### config.mk
export PLATFORM = sky130hd
export DESIGN_NAME = integrator_diff_sat
export DESIGN_NICKNAME = d
export VERILOG_FILES = /design/src/rtl/integrator_diff_sat.sv
export SDC_FILE = /design/constraint.sdc
export NUM_CORES = 1
export LEC_CHECK = 0
export CORE_MARGIN = 2
export CORE_UTILIZATION = 39
export CTS_CLUSTER_DIAMETER = 30
export DETAILED_ROUTE_END_ITERATION = 6
export GPL_TIMING_DRIVEN = 0
export PLACE_DENSITY_LB_ADDON = 0.12
export REMOVE_ABC_BUFFERS = 1
export SYNTH_ARGS = -nofsm -noshare
export SYNTH_HDL_FRONTEND = slang
export SYNTH_SLANG_ARGS = --single-unit
### constraint.sdc
create_clock -name system1000 -period 2.96 [get_ports system1000]
set_input_delay 0.592 -clock system1000 [delete_from_list [all_inputs] [get_ports system1000]]
set_output_delay 0.592 -clock system1000 [all_outputs]
set_load 0.03 [all_outputs]
### src/rtl/integrator_diff_sat.sv
// integrator_diff_sat: saturating first difference y[n] = sat(x[n] - x[n-1]) of a signed running-sum stream.
// Latency 1 cycle from accept to out_valid; single-entry output register, 1 sample/cycle with out_ready high.
// Backpressure: in_ready = ~clr & (~out_valid | out_ready), held low in reset. Optional DIFF_SATCNT_EN adds sat_count.
module integrator_diff_sat #(
  parameter int WIDTH = 10
) (
  input  logic             system1000,
  input  logic             system1000_rstn,
  input  logic             clr,
  input  logic             in_valid,
  output logic             in_ready,
  input  logic [WIDTH-1:0] in_data,
  output logic             out_valid,
  input  logic             out_ready,
  output logic [WIDTH-1:0] out_data,
  output logic             out_sat,
  output logic             sat_sticky
`ifdef DIFF_SATCNT_EN
  ,
  output logic [7:0]       sat_count
`endif
);

  localparam logic [WIDTH-1:0] MAX_POS = {1'b0, {(WIDTH-1){1'b1}}};
  localparam logic [WIDTH-1:0] MIN_NEG = {1'b1, {(WIDTH-1){1'b0}}};

  typedef enum logic {EMPTY = 1'b0, FULL = 1'b1} state_t;

  state_t           state;
  state_t           state_next;
  logic [WIDTH-1:0] prev;
  logic [WIDTH:0]   diff;
  logic             accept;
  logic             sat_next;
  logic [WIDTH-1:0] data_next;

  assign out_valid = (state == FULL);
  // Ready is masked during reset so nothing is consumed while the block is held.
  assign in_ready  = system1000_rstn & ~clr & (~out_valid | out_ready);
  assign accept    = in_valid & in_ready;

  // Exact difference in WIDTH+1 bits, then clip to the WIDTH-bit signed range.
  always_comb begin
    diff      = {in_data[WIDTH-1], in_data} - {prev[WIDTH-1], prev};
    sat_next  = 1'b0;
    data_next = diff[WIDTH-1:0];
    if (diff[WIDTH] != diff[WIDTH-1]) begin
      sat_next  = 1'b1;
      data_next = diff[WIDTH] ? MIN_NEG : MAX_POS;
    end
  end

  // Output register occupancy: fill on accept, drain on out_ready, hold otherwise.
  always_comb begin
    state_next = state;
    case (state)
      EMPTY: if (accept) state_next = FULL;
      FULL: begin
        if (accept)         state_next = FULL;
        else if (out_ready) state_next = EMPTY;
      end
      default: state_next = EMPTY;
    endcase
  end

  // State register; reset and clr both discard any pending output.
  always_ff @(posedge system1000) begin
    if (!system1000_rstn || clr) state <= EMPTY;
    else                          state <= state_next;
  end

  // History, output payload and sticky flag; payload only changes on accept.
  always_ff @(posedge system1000) begin
    if (!system1000_rstn) begin
      prev       <= '0;
      out_data   <= '0;
      out_sat    <= 1'b0;
      sat_sticky <= 1'b0;
    end else if (clr) begin
      prev       <= '0;
      sat_sticky <= 1'b0;
    end else if (accept) begin
      prev       <= in_data;
      out_data   <= data_next;
      out_sat    <= sat_next;
      sat_sticky <= sat_sticky | sat_next;
    end
  end

`ifdef DIFF_SATCNT_EN
  // Clip event counter, saturating at 255.
  always_ff @(posedge system1000) begin
    if (!system1000_rstn || clr)                    sat_count <= 8'd0;
    else if (accept && sat_next && sat_count != 8'hFF) sat_count <= sat_count + 8'd1;
  end
`endif

endmodule

Yosys cells after proc, flatten, opt, wreduce, memory -nomap -nowiden
Cells that the tools add are included.
{"block": "op_classes", "add_sub_neg": 1, "n_eq_ne": 1, "muxes": 7, "n_bitwise": 8, "n_reduce_logical": 4}
{"op": "$mux 10", "n": 2}
{"op": "$sub 10x10->11", "n": 1}
{"op": "$mux 1", "n": 4}
{"op": "$and 1x1->1", "n": 3}
{"op": "$not 1->1", "n": 3}
{"op": "$or 1x1->1", "n": 2}
{"op": "$pmux 1 s2", "n": 1}
{"op": "$reduce_and 2->1", "n": 1}
{"op": "$reduce_or 2->1", "n": 1}
{"op": "$logic_not 1->1", "n": 1}
{"op": "$logic_or 1x1->1", "n": 1}
{"op": "$ne 1x1->1", "n": 1}
{"block": "totals", "regBits": 23, "word_cells": 26}

Logic depth before layout (Yosys ltp)
{"block": "logic_depth", "depth_word": 6, "depth_mapped": 11, "mapped_depth_nobuf": 11}

Worst setup path before layout
OpenSTA, ideal clock, no wires.
{"block": "synth_timing", "path_type": "input to register", "startpoint": "input in_data[0]", "endpoint": "register out_data[8]", "setup_ns": 0.066, "arrival_ns": 2.407, "t_required_ns": 2.894, "path_slack_ns": 0.486, "path_stages": 11, "n_path_buf": 0, "cell_sequence": "inv_1 -> ha_1 -> inv_1 -> fa_1 -> a21oi_1 -> o211ai_2 -> nor4_1 -> nor3_2 -> xnor2_1 -> maj3_2 -> a21oi_2"}
{"block": "synth_between", "elab_chain_cells": 3, "elab_cells_between_ends": 4, "cone_classes": "add/sub: 1; eq/ne: 1; mux: 2"}
{"item": "start, declared", "line": "12", "rtl": "input logic [WIDTH-1:0] in_data,"}
{"item": "$sub 10x10->11 *", "line": "44", "rtl": "diff = {in_data[WIDTH-1], in_data} - {prev[WIDTH-1], prev};"}
{"item": "$mux 10 / $ne 1x1->1 (equally long branches)", "line": "49, 47"}
{"item": "$mux 10 *", "line": "47", "rtl": "if (diff[WIDTH] != diff[WIDTH-1]) begin"}
{"item": "end signal, assigned", "line": "84", "rtl": "out_data <= data_next;"}
{"item": "end, declared", "line": "15", "rtl": "output logic [WIDTH-1:0] out_data,"}
Mark *: on every way between the ends. The rest lies on a longest branch, timed or not.
A chain may end at the register's enable or synchronous reset.

Final worst setup path
Ends and elaborated chain as after synthesis.

==> flow_metrics.py <==
metrics = {
    "run_status": {
        "status": "complete, no violations",
    },
    "place": {
        "portBuffers": 28,
        "dpl.hpwl_um": 2150,
        "dpl.cell_count": 238,
        "placed_area_sq_um": 1730,
        "gp_congestion": 0.787,
    },
    "yosys": {
        "yosysMostFrequentCell": "nand2_1",
        "synth-seq-cells": 23,
        "synth_warnings": 0,
        "synth_edf_count": 0,
        "synth.avg_cell_area_sq_um": 8.51,
        "synth.distinct_cells": 39,
        "syn_area_sq_um": 1440,
        "yosys-top-cells-area": "dfxtp_1 32%, ha_1 8.7%, nand2_1 6.5%, maj3_2 5.5%, nand3_1 4.5%",
        "async_reset_ff_frac": 0,
        "netlist.area_leader.share": 0.320,
        "synth_ff_type": "dfxtp_1",
        "synth_commonest_cells": "25 x nand2_1, 23 x dfxtp_1, 13 x nand3_1, 13 x o21ai_0, 12 x inv_1",
        "syn_inst": 169,
        "ys_seq_area_frac": 0.320,
        "yosysTopAreaCell": "dfxtp_1",
    },
    "clock_network": {
        "postCtsHoldBufs": 0,
        "cts_sinks": 23,
        "cts_tree": "built",
        "worstSkewPairLatency_ps": 260,
        "numCtsBuffers": 3,
        "clock_path_buffers": 2,
        "clkSlewWorstSetupHoldPaths_ps": 90,
        "htreeDepth": 1,
        "root_buffer": "clkbuf_8",
    },
    "route": {
        "dr.first_iter.drc_count": 38,
        "routed_wl_um": 2860,
        "num_vias": 1189,
        "avgViaCountPerCell": 4.89,
        "wl_per_cell_um": 11.8,
        "drt_first_pass_iters": 4,
        "antenna_left": 0,
        "route.detailed.drc": 0,
    },
    "critical_path": {
        "worstReg2RegEnd": "out_data[8]$_SDFFE_PN0P_",
        "arrival_ps": 3010,
        "crit_slowest_cell": "clkdlybuf4s50_1",
        "worstPathCellList": "clkdlybuf4s50_1 -> inv_1 -> ha_1 -> inv_1 -> fa_1 -> a21oi_1 -> o211ai_2 -> nor4_1 -> nor3_2 -> xnor2_1 -> maj3_2 -> a21oi_2",
        "reg2regPathDepth": 10,
        "worst-endpoint-required_ps": 3160,
        "cp_max_fo": 3,
        "critPathMostFrequentCell": "inv_1",
        "crit_path_end_kind": "register",
        "worst_setup_path_start_kind": "input port",
        "r2r_slack_ps": 610,
        "critPathKind": "in2reg",
        "worst-path-buf-inv": 3,
        "r2r-start": "prev[0]$_SDFFE_PP0P_",
        "cpPeakStageDelay_ps": 400,
        "critical-path-top-delay-family": "adder cells",
    },
    "global_routing": {
        "use_met2": 0.250,
        "grt_max_degree": 28,
        "gr-max-usage-layer": "met2",
        "track_usage": 0.148,
        "grt_pass1_vias": 1105,
        "use_met1": 0.191,
        "grt_overflow_total": 0,
        "grt_antenna_before_repair": 0,
        "grt_pass1_wl_um": 4860,
        "grt_use_met3": 0.0243,
    },
    "finish": {
        "fin_area_sq_um": 1790,
        "areaGrowthSynthToFinish_pct": 24.5,
        "drive_above_1_share": 0.133,
        "antenna_cells": 0,
        "final_nets": 222,
        "utilization": 0.497,
        "instances_no_fill": 243,
    },
    "sta": {
        "hold_violations": 0,
        "fin_crit_sh": 0.949,
        "slew_headroom": 0.637,
        "worst_slew_pin_slew_ps": 543,
        "finalSetupViolCount": 0,
        "fin_crit_ps": 2810,
        "maxSlewViolCount": 0,
        "rsz0062_at_grt": "yes",
        "max_clock_freq_mhz": 356,
        "fin_worst_skew_ps": 2.70,
    },
    "power": {
        "p_leak_nw": 0.703,
        "ir_drop_mv": 0.226,
        "pwr_density_cell_nw_per_um2": 441,
    },
    "floorplan": {
        "die_w_um": 64.7,
        "start_util": 0.399,
        "chipHeight_um": 64.7,
        "row_count": 22,
        "fp.coreArea_sq_um": 3610,
        "die_area_sq_um": 4190,
        "ios": 29,
    },
    "min_path": {
        "worstHoldStart": "sat_sticky$_SDFFE_PP0P_",
        "hp-class": "reg2reg",
        "hold_depth": 2,
        "worst_hold_path.endpoint": "sat_sticky$_SDFFE_PP0P_",
    },
    "run": {
        "maxCapViolations": 0,
    },
}
## placed cells by master (no fill, tap or decap), types with 2 or more instances in the layout
cell type,synthesis,layout
o21ai_1,3,3
nor2b_1,5,4
maj3_2,7,7
nor3_1,2,2
clkbuf_8,0,3
clkdlybuf4s50_1,0,27
o21a_1,2,2
xor2_1,2,2
a21oi_2,6,6
nand2_1,25,25
dfxtp_1,23,23
inv_1,12,12
ha_1,10,10
a21oi_1,11,11
nand3_1,13,13
xnor2_1,5,5
nor2_1,4,4
o21ai_0,13,13
o21bai_1,2,2
## final cells by class
class,instances,area (sq um)
clock buffers,4,45.0
fillers,358,1810
inverters,12,45.0
multi-input cells,127,895
flip-flops and latches,23,460
well taps,48,60.1
repair buffers,29,287
## through the flow
stage / setup TNS, ps / total power, mW / hold WS [ps] / setup WS, ps
6_report: 0 / 0.789 / 454 / 151
3_3_place_gp: -14080 / 0.594 / 435 / -779
5_1_grt: -6.84 / 0.835 / 469 / -6.84
4_1_cts: 0 / 0.798 / 453 / 118
2_1_floorplan: 0 / 0.524 / 434 / 244
3_5_place_dp: -15350 / 0.599 / 441 / -827
## routing by layer
layer  wire length, um  share of wire
met5                 0              0
met4                23         0.0080
met3               117          0.041
met2              1290           0.45
met1              1440           0.50
## tightest hold or removal path, stage by stage (launching register included)
cell and delay (ps):
dfxtp_1 310, nand2_1 50, o21ai_1 50
## report_power, final
group,leakage [nW],switching (mW),internal (mW)
registers,0.188,0.00718,0.325
logic,0.493,0.138,0.120
clock network,0.0228,0.103,0.0960
total,0.703,0.248,0.542
## state kept, by name, summed over array words and instances (netlist names)
| name | count |
|---|---|
| out_sat | 1 |
| sat_sticky | 1 |
| out_data | 10 |
| out_valid | 1 |
| prev | 10 |
## repair_timing
item | in CTS | in global routing
gates resized for setup | 3 | 1
buffers inserted | 1 | 0
endpoints found under the setup margin | 22 | 4
pin swaps | 0 | 0
## worst max-delay path by stage
stage / slack, ps / from / end / depth (start not counted)
CTS: 120 / in_data[0] / out_data[0]$_SDFFE_PN0P_ / 11
finish: 150 / in_data[0] / out_data[8]$_SDFFE_PN0P_ / 12
detailed placement: -830 / system1000_rstn / in_ready / 4
floorplan: 240 / system1000_rstn / out_data[2]$_SDFFE_PN0P_ / 5
global placement: -780 / system1000_rstn / in_ready / 4
global route: -7 / in_data[0] / out_data[8]$_SDFFE_PN0P_ / 12
## kinds of logic (layout without fill, tap and decap cells)
logic type      Yosys count  count (layout)  share of synthesized area
fa+ha+maj                18              18                      0.156
flops                    23              23                      0.320
compound gates           46              46                      0.219
xor+xnor                  8               8                     0.0617
buf+inv                  19              45                     0.0643
simple gates             55              55                      0.179
(Power assumes the default switching activity.)
